## src/rtl/alu_mc_if.sv

```systemverilog
// Request/result bundle for alu_mc: operands and opcode in, busy/done and results out.
// The master drives start/opcode/a/b; the ALU (slave) drives busy/done/x/y/zero/err.
interface alu_mc_if #(
    parameter int WIDTH = 8
);
    logic             start;
    logic [3:0]       opcode;
    logic [WIDTH-1:0] a;
    logic [WIDTH-1:0] b;
    logic             busy;
    logic             done;
    logic [WIDTH-1:0] x;
    logic [WIDTH-1:0] y;
    logic             zero;
    logic             err;

    modport master (
        output start, opcode, a, b,
        input  busy, done, x, y, zero, err
    );

    modport slave (
        input  start, opcode, a, b,
        output busy, done, x, y, zero, err
    );
endinterface

```

## src/rtl/alu_mc.sv

```systemverilog
// alu_mc: multi-cycle ALU, shift-add MUL and optional restoring DIV (macro ALU_MC_DIV_EN).
// Latency: done 1 cycle after accept for single-cycle ops, WIDTH+1 cycles for MUL/DIV.
// Backpressure: none; start is ignored while busy and accepted in IDLE or FIN.
module alu_mc #(
    parameter int WIDTH = 8
) (
    input  logic     clk,
    input  logic     rst,
    alu_mc_if.slave  bus
);
    localparam int             SW     = $clog2(WIDTH);
    localparam logic [SW-1:0]  LAST   = SW'(WIDTH - 1);
    localparam logic [3:0]     OP_ADD = 4'd0;
    localparam logic [3:0]     OP_SUB = 4'd1;
    localparam logic [3:0]     OP_AND = 4'd2;
    localparam logic [3:0]     OP_OR  = 4'd3;
    localparam logic [3:0]     OP_XOR = 4'd4;
    localparam logic [3:0]     OP_NOT = 4'd5;
    localparam logic [3:0]     OP_SHL = 4'd6;
    localparam logic [3:0]     OP_SHR = 4'd7;
    localparam logic [3:0]     OP_MUL = 4'd8;
`ifdef ALU_MC_DIV_EN
    localparam logic [3:0]     OP_DIV = 4'd9;
`endif

    typedef enum logic [1:0] {IDLE, RUN, FIN} state_t;

    state_t           state;
    state_t           state_nxt;
    logic             busy_c;
    logic             done_c;
    logic             accept;
    logic             is_multi;

    logic [WIDTH-1:0] a_q;
    logic [WIDTH-1:0] acc_hi;
    logic [WIDTH-1:0] acc_lo;
    logic [WIDTH-1:0] step_hi;
    logic [WIDTH-1:0] step_lo;
    logic [SW-1:0]    cnt;
    logic [WIDTH:0]   mac_w;

    logic [WIDTH:0]   add_w;
    logic [WIDTH:0]   sub_w;
    logic [WIDTH-1:0] sc_x;
    logic [WIDTH-1:0] sc_y;
    logic             sc_err;

    logic [WIDTH-1:0] x_q;
    logic [WIDTH-1:0] y_q;
    logic             zero_q;
    logic             err_q;

`ifdef ALU_MC_DIV_EN
    logic [WIDTH-1:0] b_q;
    logic             dz_q;
    logic             div_q;
    logic [WIDTH:0]   rem_w;
    logic [WIDTH-1:0] dif_w;
`endif

    always_comb begin
        is_multi = (bus.opcode == OP_MUL);
`ifdef ALU_MC_DIV_EN
        if (bus.opcode == OP_DIV) begin
            is_multi = 1'b1;
        end
`endif
    end

    // FIN behaves like IDLE for a new request, which gives back-to-back issue.
    assign accept = bus.start && (state != RUN);

    always_ff @(posedge clk or posedge rst) begin
        if (rst) begin
            state <= IDLE;
        end else begin
            state <= state_nxt;
        end
    end

    always_comb begin
        state_nxt = state;
        busy_c    = 1'b0;
        done_c    = 1'b0;
        case (state)
            IDLE: begin
                state_nxt = IDLE;
            end
            RUN: begin
                busy_c = 1'b1;
                if (cnt == LAST) begin
                    state_nxt = FIN;
                end
            end
            FIN: begin
                done_c    = 1'b1;
                state_nxt = IDLE;
            end
            default: begin
                state_nxt = IDLE;
            end
        endcase
        if (accept) begin
            state_nxt = is_multi ? RUN : FIN;
        end
    end

    always_comb begin
        sc_x   = '0;
        sc_y   = '0;
        sc_err = 1'b0;
        add_w  = {1'b0, bus.a} + {1'b0, bus.b};
        sub_w  = {1'b0, bus.a} - {1'b0, bus.b};
        case (bus.opcode)
            OP_ADD: begin
                sc_x = add_w[WIDTH-1:0];
                sc_y = WIDTH'(add_w[WIDTH]);
            end
            OP_SUB: begin
                sc_x = sub_w[WIDTH-1:0];
                sc_y = WIDTH'(sub_w[WIDTH]);
            end
            OP_AND: sc_x = bus.a & bus.b;
            OP_OR:  sc_x = bus.a | bus.b;
            OP_XOR: sc_x = bus.a ^ bus.b;
            OP_NOT: sc_x = ~bus.a;
            OP_SHL: sc_x = bus.a << bus.b[SW-1:0];
            OP_SHR: sc_x = bus.a >> bus.b[SW-1:0];
            OP_MUL: begin
            end
`ifdef ALU_MC_DIV_EN
            OP_DIV: begin
            end
`endif
            default: sc_err = 1'b1;
        endcase
    end

    // One iteration per RUN cycle; {acc_hi, acc_lo} ends as {high, low} or {rem, quo}.
    always_comb begin
        mac_w              = {1'b0, acc_hi} + (acc_lo[0] ? {1'b0, a_q} : '0);
        {step_hi, step_lo} = {mac_w, acc_lo[WIDTH-1:1]};
`ifdef ALU_MC_DIV_EN
        rem_w = {acc_hi, acc_lo[WIDTH-1]};
        dif_w = rem_w[WIDTH-1:0] - b_q;
        if (div_q) begin
            if (rem_w >= {1'b0, b_q}) begin
                step_hi = dif_w;
                step_lo = {acc_lo[WIDTH-2:0], 1'b1};
            end else begin
                step_hi = rem_w[WIDTH-1:0];
                step_lo = {acc_lo[WIDTH-2:0], 1'b0};
            end
        end
`endif
    end

    always_ff @(posedge clk or posedge rst) begin
        if (rst) begin
            a_q    <= '0;
            acc_hi <= '0;
            acc_lo <= '0;
            cnt    <= '0;
            x_q    <= '0;
            y_q    <= '0;
            zero_q <= 1'b0;
            err_q  <= 1'b0;
`ifdef ALU_MC_DIV_EN
            b_q    <= '0;
            dz_q   <= 1'b0;
            div_q  <= 1'b0;
`endif
        end else if (accept) begin
            a_q    <= bus.a;
            acc_hi <= '0;
            acc_lo <= bus.b;
            cnt    <= '0;
`ifdef ALU_MC_DIV_EN
            b_q   <= bus.b;
            dz_q  <= (bus.b == '0);
            div_q <= (bus.opcode == OP_DIV);
            if (bus.opcode == OP_DIV) begin
                acc_lo <= bus.a;
            end
`endif
            if (!is_multi) begin
                x_q    <= sc_x;
                y_q    <= sc_y;
                zero_q <= (sc_x == '0);
                err_q  <= sc_err;
            end
        end else if (state == RUN) begin
            acc_hi <= step_hi;
            acc_lo <= step_lo;
            cnt    <= cnt + 1'b1;
            if (cnt == LAST) begin
                x_q    <= step_lo;
                y_q    <= step_hi;
                zero_q <= (step_lo == '0);
`ifdef ALU_MC_DIV_EN
                err_q  <= div_q && dz_q;
`else
                err_q  <= 1'b0;
`endif
            end
        end
    end

    assign bus.busy = busy_c;
    assign bus.done = done_c;
    assign bus.x    = x_q;
    assign bus.y    = y_q;
    assign bus.zero = zero_q;
    assign bus.err  = err_q;
endmodule
```

## src/flat_wrapper.sv

```systemverilog
// flat-port wrapper written by rule: the top's interface ports become plain ports
module alu_mc_flat 
#(
    parameter int WIDTH = 8
)
  (clk, rst, bus_start, bus_opcode, bus_a, bus_b, bus_busy, bus_done, bus_x, bus_y, bus_zero, bus_err);
  alu_mc_if #(.WIDTH(WIDTH)) bus_i ();
  input  logic clk;
  input  logic rst;
  input wire logic [$bits(bus_i.start)-1:0] bus_start;
  input wire logic [$bits(bus_i.opcode)-1:0] bus_opcode;
  input wire logic [$bits(bus_i.a)-1:0] bus_a;
  input wire logic [$bits(bus_i.b)-1:0] bus_b;
  output wire logic [$bits(bus_i.busy)-1:0] bus_busy;
  output wire logic [$bits(bus_i.done)-1:0] bus_done;
  output wire logic [$bits(bus_i.x)-1:0] bus_x;
  output wire logic [$bits(bus_i.y)-1:0] bus_y;
  output wire logic [$bits(bus_i.zero)-1:0] bus_zero;
  output wire logic [$bits(bus_i.err)-1:0] bus_err;
  assign bus_i.start = bus_start;
  assign bus_i.opcode = bus_opcode;
  assign bus_i.a = bus_a;
  assign bus_i.b = bus_b;
  assign bus_busy = bus_i.busy;
  assign bus_done = bus_i.done;
  assign bus_x = bus_i.x;
  assign bus_y = bus_i.y;
  assign bus_zero = bus_i.zero;
  assign bus_err = bus_i.err;
  alu_mc #(.WIDTH(WIDTH)) u_core (.clk(clk), .rst(rst), .bus(bus_i));
endmodule
```

## config.mk

```make
export PLATFORM = sky130hd
export DESIGN_NAME = alu_mc_flat
export DESIGN_NICKNAME = d
export VERILOG_FILES = /design/src/rtl/alu_mc_if.sv /design/src/rtl/alu_mc.sv /design/src/flat_wrapper.sv
export SDC_FILE = /design/constraint.sdc
export NUM_CORES = 1
export LEC_CHECK = 0
export BUFFER_PORTS_ARGS = -buffer_cell sky130_fd_sc_hd__buf_4
export CAP_MARGIN = 10
export CORE_UTILIZATION = 55
export CTS_BUF_LIST = sky130_fd_sc_hd__clkbuf_8
export DETAILED_ROUTE_END_ITERATION = 10
export PLACE_DENSITY = 0.84
export SETUP_SLACK_MARGIN = 0.3
export SKIP_LAST_GASP = 1
export SLEW_MARGIN = 20
export SYNTH_ARGS = -nofsm -noshare
export SYNTH_HDL_FRONTEND = slang
export SYNTH_SLANG_ARGS = --single-unit
```

## constraint.sdc

```tcl
create_clock -name clk -period 6.68 [get_ports clk]
set_input_delay 1.336 -clock clk [delete_from_list [all_inputs] [get_ports clk]]
set_output_delay 1.336 -clock clk [all_outputs]
set_load 0.02 [all_outputs]
```

# [Word-level counts from Yosys, hierarchy flattened]
# Index checks and enable logic that the tools add are counted.
[word_totals] register_bits=47 latchBits=0 ramBits=0 mem_bits_ro=0 input_bits=23 word_cells=73 mem_count=0
[op_classes] n_addsub=4 n_mul=0 n_div=0 n_lt_le_gt_ge=0 n_eq_ne=14 shift=2 mux=32 bitwise=4 reduce_logical=8
[ops] op="$mux W8" count=13
[ops] op="$pmux W8 S8" count=1
[ops] op="$eq A4 B3 Y1 const B" count=4
[ops] op="$logic_not A8 Y1" count=2
[ops] op="$mux W1" count=11
[ops] op="$add A8 B8 Y9" count=1
[ops] op="$add A8 B9 Y9" count=1
[ops] op="$sub A8 B8 Y9" count=1
[ops] op="$and A8 B8 Y8" count=1
[ops] op="$eq A4 B2 Y1 const B" count=2
[ops] op="$mux W2" count=4
[ops] op="$not A8 Y8" count=1
[ops] op="$or A8 B8 Y8" count=1
[ops] op="$reduce_or A8 Y1" count=1
[ops] op="$shl A8 B3 Y8" count=1
[ops] op="$shr A8 B3 Y8" count=1
[ops] op="$xor A8 B8 Y8" count=1
[ops] op="$mux W3" count=2
[ops] op="$eq A4 B1 Y1 const B" count=1
[ops] op="$eq A4 B4 Y1 const B" count=1
[ops] op="$logic_not A4 Y1" count=1
[ops] op="$reduce_bool A2 Y1" count=2
[ops] op="$add A3 B1 Y3 const B" count=1
[ops] op="$eq A3 B3 Y1 const B" count=1
[ops] op="8 further kinds" count=8

# [Depth between registers and ports, before layout]
[depth] word_depth=6 mapped_depth=11 mapped_depth_nobuf=11

# [Worst setup path before layout]
# Ideal clock, no wire load.
[synth_path] path_type="input -> register" startpoint="in bus_b[1]" endpoint="reg u_core.zero_q (netlist: u_core.bus.zero)" setup_ns=0.092 arrival_time_ns=3.254 slack_ns=3.334 cell_stages=9 path_cell_list="buf_6 -> inv_1 -> fa_1 -> a221oi_2 -> xnor2_1 -> o221ai_1 -> a211oi_1 -> nand4_1 -> o31ai_2"
[synth_via] elab_chain_cells=5 elab_cells_between_ends=11
[synth_rtl] item="start: declaration" line="flat_wrapper.sv:13" source="input wire logic [$bits(bus_i.b)-1:0] bus_b;"
[synth_rtl] item="$sub A8 B8 Y9, or another cell as far along" line="alu_mc.sv:114" source="sub_w = {1'b0, bus.a} - {1'b0, bus.b};"
[synth_rtl] item="$pmux W8 S8 *" line="alu_mc.sv:115" source="case (bus.opcode)"
[synth_rtl] item="$logic_not A8 Y1 *" line="alu_mc.sv:190" source="zero_q <= (sc_x == '0);"
[synth_rtl] item="$mux W1 *" line="alu_mc.sv:187" source="if (!is_multi) begin"
[synth_rtl] item="$mux W1 *" line="alu_mc.sv:174" source="end else if (accept) begin"
[synth_rtl] item="end signal: assignment" line="alu_mc.sv:190"
[synth_rtl] item="end signal: assignment" line="alu_mc.sv:200" source="zero_q <= (step_lo == '0);"
[synth_rtl] item="end: declaration" line="alu_mc.sv:51" source="logic zero_q;"
# Mark *: on every way between the ends. The rest lies on a longest branch, timed or not. The select of a mux whose other input is x is not followed.
# A chain may end at the register's enable or synchronous reset.

# [Worst setup path in the final report]
# Ends and elaborated chain as after synthesis.

==> qor.yml <==
status:
  outcome: "completed"
worst_setup_path:
  cpPeakStageDelay_ps: 440
  worstSetupEndpointType: "flop"
  cp-start-kind: "input pin"
  critPathBufInv: 2
  crit_fanout: 21
  required_ps: 6890
  path_class: "in -> reg"
  crit_chain: "buf_4 -> inv_1 -> ha_1 -> o21bai_1 -> a221oi_1 -> a22oi_1 -> xnor2_1 -> a221oi_2 -> o211ai_1 -> o31ai_2"
  cp_top_family: "compound AO/OA/AOI/OAI gates"
  arrival_ps: 3820
  cp_slowest_cell: "a221oi_1"
route:
  drcViolationCount: 0
  vias_per_cell: 6.234
  wl_per_cell_um: 18.35
  drt-pass1-iter-count: 5
  wirelength_mm: 11.12
  postRouteAntennaNets: 0
  drt_iter0_markers: 330
  via_count: 3778
sta:
  setup_viol: 0
  fmax_mhz: 276.9
  worst_slack_ps: 3069
  worst_pin_slew_ps: 985.8
  fin_hold_ws_ps: 478.2
  fin_tns_setup_ps: 0
  hold_viol: 0
  rsz0062_at_grt: "false"
  skew_ps: 8.155
  slew_violations: 0
  fin_crit_sh_pct: 54.05
  maxSlewHeadroom_pct: 34.18
  finalCriticalPeriod_ps: 3611
cells_and_area:
  finish.net_count: 568
  area_growth_pct: 8.782
  num-fill-cells: 655
  stdcell_count: 606
  drive_gt1_share_pct: 15.38
  antenna_cells: 0
power_and_ir_drop:
  clkPwrFrac_pct: 22.1
  swShare_pct: 35.41
  p_leak_nw: 2.174
  cellInternalPower_w: 0.0004758
  finalPower_w: 0.0007367
  p_sw_w: 0.0002609
  seqPwrFrac_pct: 44.3
  power_density_nw_per_um2: 162.8
  comb_power_share_pct: 33.6
  vdd_ir_drop_max_mv: 0.08908
placement:
  dpl_worst_slack_ps: 2828
  place_inst: 598
  io_buffers: 42
  place_hpwl_mm: 8.414
  place.gp.congestion: 0.9560
synth:
  syn_avg_cell_area_sq_um: 8.631
  ys_seq_elements: 47
  synth.yosys.seq_area_share_pct: 28.27
  synthFlopType: "dfrtp_1"
  syn-num-nets: 544
  ys_async_sr_fraction_pct: 100.0
  syn-cell-area_sq_um: 4160
  syn_inst: 482
  synth_edf_count: 0
  synth_warnings: 0
  synth_cell_types: 71
hold_path:
  hp-class: "reg -> reg"
global_routing:
  grt_pass1_vias: 3431
  grt_max_degree: 48
  grt_use_total_pct: 28.84
  antenna_found_initial: 0
  grt_pass1_wl_mm: 17.46
  gr-total-overflow: 0
clocking:
  worstSkewPairLatency_ps: 290
  h-tree-depth: 2
  cts_root_buf: "clkbuf_8"
  ctsHoldBuffers: 0
  cts_sinks: 47
  cts_resized: 0
  cts_buffers: 5
  cts_tree: "done"
  clkSlewWorstSetupHoldPaths_ps: 90
  cts_buffer_depth: 2
  cts_setup_buffers: 0
floorplan:
  initial_core_util_pct: 57.05
  die_h_um: 88.97
  rows: 31
  die_x_um: 88.97
  num_io_pins: 43
  dieArea_sq_um: 7916
  core_area_sq_um: 7292
run:
  drv_cap: 0
[final timing paths]
path | cells after the start | slack [ps] | startpoint | end
worst max-delay path | 10 | 3070 | bus_b[1] | u_core.bus.zero$_DFFE_PP0P_
max in group asynchronous | 2 | 4790 | rst | u_core.acc_hi[2]$_DFFE_PP0P_
min in group asynchronous | 2 | 1280 | rst | u_core.bus.x[6]$_DFFE_PP0P_
worst max register to register | 7 | 3740 | u_core.state[1]$_DFFE_PP0P_ | u_core.bus.y[0]$_DFFE_PP0P_
worst min register to register | 2 | 480 | u_core.a_q[7]$_DFFE_PP0P_ | u_core.a_q[7]$_DFFE_PP0P_
worst min-delay path | 2 | 480 | u_core.a_q[7]$_DFFE_PP0P_ | u_core.a_q[7]$_DFFE_PP0P_
[cells in the mapped netlist (7+ instances only)]
library cell  instances  area share [%]
dfrtp_1              47              28
o21ai_0              44             5.3
buf_2                 7            0.84
a21oi_1              26             3.1
xnor2_1               7             1.5
mux2i_1              25             6.0
nor3_1                8            0.96
nor2_1               23             2.1
inv_1                32             2.9
and2_1                9             1.4
nand2_1              63             5.7
nand3_1              15             1.8
clkbuf_1              8            0.72
ha_1                 36              11
[sequential cells by signal (all words and copies together), names as in the netlist, 2 cells and up]
signal         flops
u_core.bus.y       8
u_core.state       2
u_core.acc_lo      8
u_core.bus.x       8
u_core.cnt         3
u_core.acc_hi      8
u_core.a_q         8
[logic make-up after synthesis]
kind of cell,count (synthesis),share of synthesized area (%)
flops,47,28.27
mux,32,8.722
fa+ha+maj,39,12.27
compound gates,140,22.77
xor+xnor,9,1.895
buf+inv,59,6.797
simple gates,156,19.28
[cell usage in the layout, fill, tap and decap left out, types with 4 or more instances in the layout]
cell type   n
nor4_1      4
clkbuf_8    5
xnor2_1     7
a211oi_1    4
a2bb2oi_1   6
dfrtp_1    47
a22oi_1     6
o21bai_1    5
a21o_1      6
inv_1      33
ha_1       36
o21ai_0    44
nand3b_1    4
a21oi_1    26
mux2i_1    25
nor3_1      8
buf_4      42
nand2b_1    6
nand3_1    15
nor2_1     23
o22ai_1     4
nand2_1    63
and2_1      9
nor2b_1     4
[metal layers]
| metal | track usage, % | part of all wire [%] |
|---|---|---|
| met5 | 0 | 0 |
| met4 | 7.648 | 1.4 |
| met3 | 2.493 | 6.7 |
| met2 | 48.67 | 47 |
| met1 | 39.99 | 45 |
[worst reg2reg max path: stages, from the launching register on]
cell and delay (ps):
dfrtp_1 340, nand2b_1 480, inv_2 400, and2_1 390, nor2_2 610, inv_1 300
o22ai_1 220, a31oi_1 60
[final cells by class]
| class | count | area (sq um) | area share, % |
|---|---|---|---|
| Clock buffer | 5 | 68.82 | 1.521 |
| Clock inverter | 3 | 12.51 | 0.2765 |
| Inverter | 34 | 127.6 | 2.820 |
| Timing Repair Buffer | 42 | 315.3 | 6.967 |
| Multi-Input combinational cell | 376 | 2701 | 59.69 |
| Tap cell | 99 | 123.9 | 2.737 |
| Sequential cell | 47 | 1176 | 25.99 |
[power groups by stage]
stage               Clock, W  Combinational, W  Sequential (W)
floorplan                  0          0.000163        0.000337
global placement           0          0.000237        0.000331
detailed placement         0          0.000243        0.000331
CTS                 0.000162          0.000244        0.000326
global route        0.000173          0.000269        0.000329
finish              0.000163          0.000247        0.000327
[through the flow]
| stage | util, % | area, sq um |
|---|---|---|
| 2_1_floorplan | - | 4160 |
| 3_3_place_gp | 60.95 | 4444 |
| 3_5_place_dp | 60.95 | 4444 |
| 4_1_cts | 62.06 | 4526 |
| 5_1_grt | 62.06 | 4526 |
| 6_report | 62.06 | 4526 |
No activity file was read; power rests on OpenSTA's default activity.
